$ cat src/rtl/gate_result_skid.sv
// gate_result_skid
//   Registered output stage behind the gate array. Each accepted transfer
//   picks one of the seven gate result buses using op_sel_in. The chosen
//   result, the op code and an illegal-op flag are stored as one entry.
//   A 2-entry skid buffer (main + skid) holds the entries, so the stage runs
//   at one transfer per cycle and still accepts the single beat already in
//   flight when the downstream side stalls. A wrapping counter tracks the
//   number of results delivered downstream.
//
// Ports
//   clk_in, rst_in        clock; asynchronous active-high reset
//   y_*_in                gate result buses (AND, OR, NOT, XOR, XNOR, NAND, NOR)
//   op_sel_in             0..6 select a result; 7 is illegal (y=0, err=1)
//   valid_in / ready_out  upstream handshake
//   y_out, op_out, err_out, valid_out / ready_in   downstream handshake
//   count_out             completed output transfers, wraps
//   state_out             buffer state {main_full, skid_full} for debug
//
// Handshake: a beat moves on any rising edge where valid and ready are both
// high. The source holds valid and its data stable until the beat is taken.
// ready_out depends only on registered state (and reset), never on valid_in
// or ready_in.

module gate_result_skid #(
  parameter int DATA_WIDTH  = 8,
  parameter int COUNT_WIDTH = 16
) (
  input  logic                   clk_in,
  input  logic                   rst_in,
  input  logic [DATA_WIDTH-1:0]  y_and_in,
  input  logic [DATA_WIDTH-1:0]  y_or_in,
  input  logic [DATA_WIDTH-1:0]  y_not_in,
  input  logic [DATA_WIDTH-1:0]  y_xor_in,
  input  logic [DATA_WIDTH-1:0]  y_xnor_in,
  input  logic [DATA_WIDTH-1:0]  y_nand_in,
  input  logic [DATA_WIDTH-1:0]  y_nor_in,
  input  logic [2:0]             op_sel_in,
  input  logic                   valid_in,
  output logic                   ready_out,
  output logic [DATA_WIDTH-1:0]  y_out,
  output logic [2:0]             op_out,
  output logic                   err_out,
  output logic                   valid_out,
  input  logic                   ready_in,
  output logic [COUNT_WIDTH-1:0] count_out,
  output logic [1:0]             state_out
);

  // State encoding is {main_full, skid_full}; 2'b01 cannot occur.
  typedef enum logic [1:0] {
    EMPTY = 2'b00,
    ONE   = 2'b10,
    FULL  = 2'b11
  } state_t;

  state_t                state;
  logic [DATA_WIDTH-1:0] skid_y;
  logic [2:0]            skid_op;
  logic                  skid_err;

  logic [DATA_WIDTH-1:0] sel_y;
  logic                  sel_err;
  logic                  accept;
  logic                  emit;

  always_comb begin
    sel_y   = '0;
    sel_err = 1'b0;
    case (op_sel_in)
      3'd0:    sel_y = y_and_in;
      3'd1:    sel_y = y_or_in;
      3'd2:    sel_y = y_not_in;
      3'd3:    sel_y = y_xor_in;
      3'd4:    sel_y = y_xnor_in;
      3'd5:    sel_y = y_nand_in;
      3'd6:    sel_y = y_nor_in;
      default: sel_err = 1'b1;
    endcase
  end

  // rst_in term keeps ready low during reset, while the async clear has
  // already emptied both entries.
  assign ready_out = (state != FULL) && !rst_in;
  assign valid_out = (state != EMPTY);
  assign accept    = valid_in && ready_out;
  assign emit      = valid_out && ready_in;
  assign state_out = state;

  always_ff @(posedge clk_in or posedge rst_in) begin
    if (rst_in) begin
      state     <= EMPTY;
      y_out     <= '0;
      op_out    <= '0;
      err_out   <= 1'b0;
      skid_y    <= '0;
      skid_op   <= '0;
      skid_err  <= 1'b0;
      count_out <= '0;
    end else begin
      if (emit) begin
        count_out <= count_out + 1'b1;
      end
      case (state)
        EMPTY: begin
          if (accept) begin
            y_out   <= sel_y;
            op_out  <= op_sel_in;
            err_out <= sel_err;
            state   <= ONE;
          end
        end
        ONE: begin
          if (accept && emit) begin
            // Main drains and reloads in the same edge.
            y_out   <= sel_y;
            op_out  <= op_sel_in;
            err_out <= sel_err;
          end else if (accept) begin
            // Main is stalled; park the new beat in the skid entry.
            skid_y   <= sel_y;
            skid_op  <= op_sel_in;
            skid_err <= sel_err;
            state    <= FULL;
          end else if (emit) begin
            state <= EMPTY;
          end
        end
        FULL: begin
          if (emit) begin
            y_out   <= skid_y;
            op_out  <= skid_op;
            err_out <= skid_err;
            state   <= ONE;
          end
        end
        default: state <= EMPTY;
      endcase
    end
  end

endmodule

$ cat config.mk
export PLATFORM = sky130hd
export DESIGN_NAME = gate_result_skid
export DESIGN_NICKNAME = d
export VERILOG_FILES = /design/src/rtl/gate_result_skid.sv
export SDC_FILE = /design/constraint.sdc
export NUM_CORES = 1
export LEC_CHECK = 0
export ABC_AREA = 1
export CAP_MARGIN = 15
export CORE_ASPECT_RATIO = 2
export CORE_MARGIN = 1.5
export CORE_UTILIZATION = 46
export DETAILED_ROUTE_END_ITERATION = 10
export HOLD_SLACK_MARGIN = 0.15
export PLACE_DENSITY_LB_ADDON = 0.25
export SYNTH_ARGS = -nofsm -noshare
export SYNTH_HDL_FRONTEND = slang
export SYNTH_SLANG_ARGS = --single-unit
$ cat constraint.sdc
create_clock -name clk_in -period 2.2 [get_ports clk_in]
set_input_delay 0.33 -clock clk_in [delete_from_list [all_inputs] [get_ports clk_in]]
set_output_delay 0.33 -clock clk_in [all_outputs]
set_load 0.1 [all_outputs]
==> results.sh <==
export IMPL_status="finished, final reports clean"
export IMPL_clock_skew_ps=5.53
export IMPL_overflow=0
export IMPL_p_per_area_nw_per_um2=1360
export IMPL_cts_tree="built"
export IMPL_synth_seq_area_share_pct=38.8
export IMPL_clockRootBuffer="clkbuf_16"
export IMPL_place_area_um2=3640
export IMPL_n_fill_cell=495
export IMPL_synth_nets=430
export IMPL_drv_cap=0
export IMPL_seq_area_um2=1060
export IMPL_grt_total_usage_pct=21.8
export IMPL_syn_inst=362
export IMPL_ioPinCount=95
export IMPL_hp_class="flop to flop"
export IMPL_hold_viol=0
export IMPL_die_width_um=57.3
export IMPL_worst_slew_pin_transition_ps=491
export IMPL_ctsHtreeMaxLevel=2
export IMPL_crit_chain="ha_1, nor2_8, nand3_4, nor2_1, a21oi_4, buf_4, buf_4, nand2_2, nand2_1"
export IMPL_drive_gt1_share_pct=18.6
export IMPL_start_util_pct=47.5
export IMPL_cp_common_cell="buf_4"
export IMPL_yosysWarnings=0
export IMPL_core_um2=5710
export IMPL_slew_headroom_pct=67.3
export IMPL_rows=39
export IMPL_crit_fanout=8
export IMPL_gp_congestion=0.813
export IMPL_die_h_um=112
export IMPL_cts_sinks=42
export IMPL_crit_arrival_ps=2160
export IMPL_diodes=0
export IMPL_nNetsFinal=529
export IMPL_slew_violations=0
export IMPL_max_freq_ghz=0.504
export IMPL_port_buffer_count=94
export IMPL_path_clk_slew_ps=60
export IMPL_synth_area_per_cell_um2=7.49
export IMPL_vdd_drop_max_v=0.00167
export IMPL_grt_pass1_vias=2575
export IMPL_fin_setup_tns_ps=0
export IMPL_finalInstanceArea_um2=3830
export IMPL_rsz0062_at_grt="no"
export IMPL_wl_per_cell_um=12.8
export IMPL_critPathKind="flop to flop"
export IMPL_yosysUniqueCellTypes=30
export IMPL_min_period_ps=1980
export IMPL_max_clock_path_buffers=2
export IMPL_num_vias=2679
export IMPL_dieArea_um2=6390
export IMPL_hpwl_um=5380
export IMPL_critPathSlowestCell="dfrtp_4"
export IMPL_finalSetupViolCount=0
export IMPL_total_leakage_power_nw=1.96
export IMPL_rrSetupSlack_ps=220
export IMPL_endpoint_kind="flop"
export IMPL_synth_seq_cells=42
export IMPL_cp_required_ps=2380
export IMPL_finalCritPeriodShare_pct=90.2
export IMPL_grt_pass1_wl_um=11000
export IMPL_drtIter0Drc=116
export IMPL_ant_nets=0
export IMPL_area_growth_pct=41.4
export IMPL_synth_cell_area_um2=2710
export IMPL_multiInputGateArea_um2=1400
export IMPL_vias_per_cell=5.12
export IMPL_first_pass_iters=5
export IMPL_startpoint_type="flop"
export IMPL_cpPeakStageDelay_ps=490
export IMPL_drc=0
export IMPL_routed_wl_um=6710
export IMPL_clk_latency_ps=280
export IMPL_cts_buffers=5
export IMPL_post_cts_resized=0
export IMPL_antenna_found_initial=0
export IMPL_grt_start_max_net_pins=30
## what timing repair did
item	CTS	global route
hold buffers	0	0
endpoints found under the setup margin	0	7
buffers inserted	0	6
## critical path: cells and delay by family (launching register included)
kind | cells | cell delay [ps]
adders and majority gates | 1 | 380
and+or+nand+nor | 5 | 590
AOI/OAI and AO/OA | 1 | 90
buffers and inverters | 2 | 330
DFF | 1 | 490
## flip-flops by register name, summed over array words and instances (netlist names)
register,flops
count_out,16
skid_err,1
skid_y,8
y_out,8
skid_op,3
op_out,3
err_out,1
state_out,2
## final cells by class
cell class	count	area share, %
multi-input cells	265	36.4
clock buffers	6	3.36
clock inverters	2	0.359
flip-flops and latches	42	27.6
well taps	61	1.99
repair buffers	108	26.2
inverters	39	4.02
## cell usage in the layout, fill, tap and decap left out, types with 5 or more instances in the layout
cell type,count
inv_1,33
nand2_2,11
dfrtp_1,40
clkdlybuf4s50_1,62
buf_4,43
nand4_1,23
nor2_1,46
xnor2_1,5
nand3_1,37
ha_1,5
nand2_1,84
clkbuf_16,5
xor2_1,9
o21ai_0,23
## synthesized netlist by cell type (all sizes together)
master | n | area, µm²
a21o | 1 | 7.51
a21oi | 1 | 16.3
a31oi | 4 | 25.0
and3 | 1 | 6.26
buf | 13 | 100
clkbuf | 3 | 11.3
dfrtp | 42 | 1050
ha | 5 | 62.6
inv | 39 | 151
nand2 | 98 | 418
nand3 | 39 | 220
nand4 | 23 | 144
nor2 | 50 | 221
nor3 | 1 | 5.00
o211ai | 1 | 7.51
o21ai | 23 | 115
or2 | 4 | 25.0
xnor2 | 5 | 43.8
xor2 | 9 | 78.8
## worst paths after layout
kind / end / depth (start not counted) / start
worst max-delay path: y_out[5] / 9 / state_out[0]
worst min-delay path: skid_y[7] / 2 / skid_y[7]
min in group asynchronous: skid_y[1] / 3 / rst_in
max in group asynchronous: op_out[0] / 3 / rst_in
worst max register to register: y_out[5] / 9 / state_out[0]
worst min register to register: skid_y[7] / 2 / skid_y[7]
## layer usage
metal  GRT usage [%]  wire, µm  up-vias
met3            3.60       286       20
met1            21.6      2300     1191
met4            11.2       257        0
met5               0         0        -
met2            41.3      3870      107
li1                -         -     1361
## power by group
| part | switching [W] | internal, W |
|---|---|---|
| clock network | 0.000290 | 0.000420 |
| logic | 0.00228 | 0.000932 |
| registers | 0.000231 | 0.00108 |
## stage by stage
stage / worst slack, ps / power, W / utilization, % / hold slack, ps / instances
CTS: 42.9 / 0.00512 / 66.3 / 482 / 517
global placement: 91.7 / 0.00434 / 63.8 / 462 / 509
finish: 215 / 0.00523 / 67.1 / 479 / 523
floorplan: 35.8 / 0.00373 / - / 448 / 362
global route: 136 / 0.00552 / 67.1 / 512 / 523
detailed placement: 58.7 / 0.00440 / 63.8 / 466 / 509
## cell families (layout without fill, tap and decap cells)
kind of cell	after synthesis	after routing	synth area share (%)
and+or+nand+nor	216	216	38.4
buffers and inverters	55	155	9.70
adders and majority gates	5	5	2.31
AOI/OAI and AO/OA	30	30	6.33
DFF	42	42	38.8
xor gates and xnor gates	14	14	4.52
(Power assumes the default switching activity.)
==> edit (same settings) <==
Change the parameter `DATA_WIDTH` from 8 to 10.
--- a/src/rtl/gate_result_skid.sv
+++ b/src/rtl/gate_result_skid.sv
@@ -22,7 +22,7 @@
 // or ready_in.
 
 module gate_result_skid #(
-  parameter int DATA_WIDTH  = 8,
+  parameter int DATA_WIDTH  = 10,
   parameter int COUNT_WIDTH = 16
 ) (
   input  logic                   clk_in,
Interface: changed (8 resized); port bits go from 95 to 111. No check against the original RTL was run, so the function may have changed too.
==> edit against the original RTL <==
  * Synthesized area is 10% higher
  * Final cell count grew 17%
  * Design area up 12%
  * Worst setup slack improved by 0.034 ns
  * Sequential cell count is 4 higher
  * Wire length increased by 17%
  * Clock skew decreased by 0.00090 ns
  * Combinational power increased by 6.5%
  * Power increased by 7.3%
==> edit: results (changes against the original RTL) <==
| Metric | Value |
|---|---|
| Clk Latency, worst-skew pair | `0.29 ns` |
| Compound-gate portion of the synthesized area | `8.50% (+2.2 points)` |
| Layout Nets | `606 (+15%)` |
| Skew final | `0.00463 ns (-0.000904 ns)` |
| Status | `completed` |
| Seq/Total Area, Yosys | `38.5% (-0.24 points)` |
| Post-synthesis mux area share | `0% (unchanged)` |
| Commonest cells in the netlist | `101 x nand2_1, 66 x nor2_1, 46 x dfrtp_1, 44 x nand3_1, 41 x inv_1` |
| Placed wire-length estimate | `6.30 mm (+17%)` |
| Detailed Route WL | `7.83 mm (+17%)` |
| Cell leakage power | `2.14 nW (+9.1%)` |
| Maximum vdd drop | `0.718 mV (-57%)` |
| RD Place Congestion | `0.846 (+4.0%)` |
| Netlist cell types | `28 (-6.7%)` |
| First-pass GRT wire length | `12.8 mm (+16%)` |
| Pre-antenna DRT Iters | `4 (-1)` |
| Initial DRC Count | `106 (-8.6%)` |
| CP max stage delay | `0.45 ns (-0.04 ns)` |
| Final-layout fill cell count | `558 (+13%)` |
| Placed cells | `602 (+18%)` |
| Biggest regs | `count_out x16, skid_y x10, y_out x10` |
| Synthesized net count | `497 (+16%)` |
| Adder-Cell Fraction of Synth Area | `2.09% (-0.21 points)` |
| Post-synthesis instance total | `415 (+15%)` |
| Critical path arrival | `2.13 ns (-0.03 ns)` |
| XOR/XNOR share of the synthesized area | `3.52% (-1.0 points)` |
| Via density | `5.06 (-1.2%)` |
| Pwr Density | `1300 nW/µm² (-4.4%)` |
| Worst slew pin tran | `0.428 ns (-0.0625 ns)` |
| Area after DPL | `4140 µm² (+14%)` |
| Pre-CTS setup slack | `-0.106 ns (-0.165 ns)` |
| Routed len/inst | `12.8 µm (about the same)` |
| Hold Path Class | `input port to asynchronous set/reset pin` |
| Crit Path Max Fanout | `10 (+2)` |
| Vias in the first global route | `3089 (+20%)` |
| IO Port Bufs | `110 (+17%)` |
| Largest cells by area after synthesis | `dfrtp_1 39%, nand2_1 13%, nor2_1 8.3%` |
| Layout cells sized above 1 | `16.0% (-2.6 points)` |
edit: where the power goes:
part | internal (mW) | switching (mW)
Clock | 0.450 | 0.319
Sequential | 1.18 | 0.234
Combinational | 0.957 | 2.46
Total | 2.59 | 3.02
edit: routing by layer:
| metal | up-vias | part of all wire [%] | global-route usage, % | wire length [µm] |
|---|---|---|---|---|
| met3 | 22 | 3.8 | 3.08 | 297 |
| li1 | 1552 | - | - | - |
| met1 | 1417 | 37 | 23.4 | 2880 |
| met5 | - | 0 | 0 | 0 |
| met4 | 0 | 3.7 | 13.6 | 288 |
| met2 | 100 | 56 | 44.9 | 4370 |
edit: worst max-delay path: cells and delay by family, from the launching register on:
kind | cells | cell delay, ns
adders and majority gates | 1 | 0.24
xor gates and xnor gates | 1 | 0.15
and+or+nand+nor | 5 | 0.81
buffers and inverters | 2 | 0.18
DFF | 1 | 0.45
edit: cell type report:
type,instances,area share (%)
Clock buffer,6,3.23
Multi-Input combinational cell,303,36.1
Timing Repair Buffer,121,26.7
Tap cell,86,2.50
Inverter,47,4.22
Clock inverter,2,0.291
Sequential cell,46,26.9
edit: path summary, 6_finish.rpt:
kind / end / slack (ns) / cells after the start / start
min in group clk_in: y_out[8] / 0.48 / 2 / y_out[8]
hold reg to reg: y_out[8] / 0.48 / 2 / y_out[8]
setup reg to reg: count_out[12] / 0.25 / 9 / state_out[0]
setup / recovery: count_out[12] / 0.25 / 9 / state_out[0]
max in group asynchronous: err_out / 1.26 / 3 / rst_in
hold / removal: state_out[0] / 0.45 / 2 / rst_in
edit: logic make-up (layout without fill, tap and decap cells):
kind of cell	count (synthesis)	count (layout)
AOI/OAI and AO/OA	37	37
xor gates and xnor gates	12	12
adders and majority gates	5	5
buffers and inverters	66	176
DFF	46	46
and+or+nand+nor	249	249
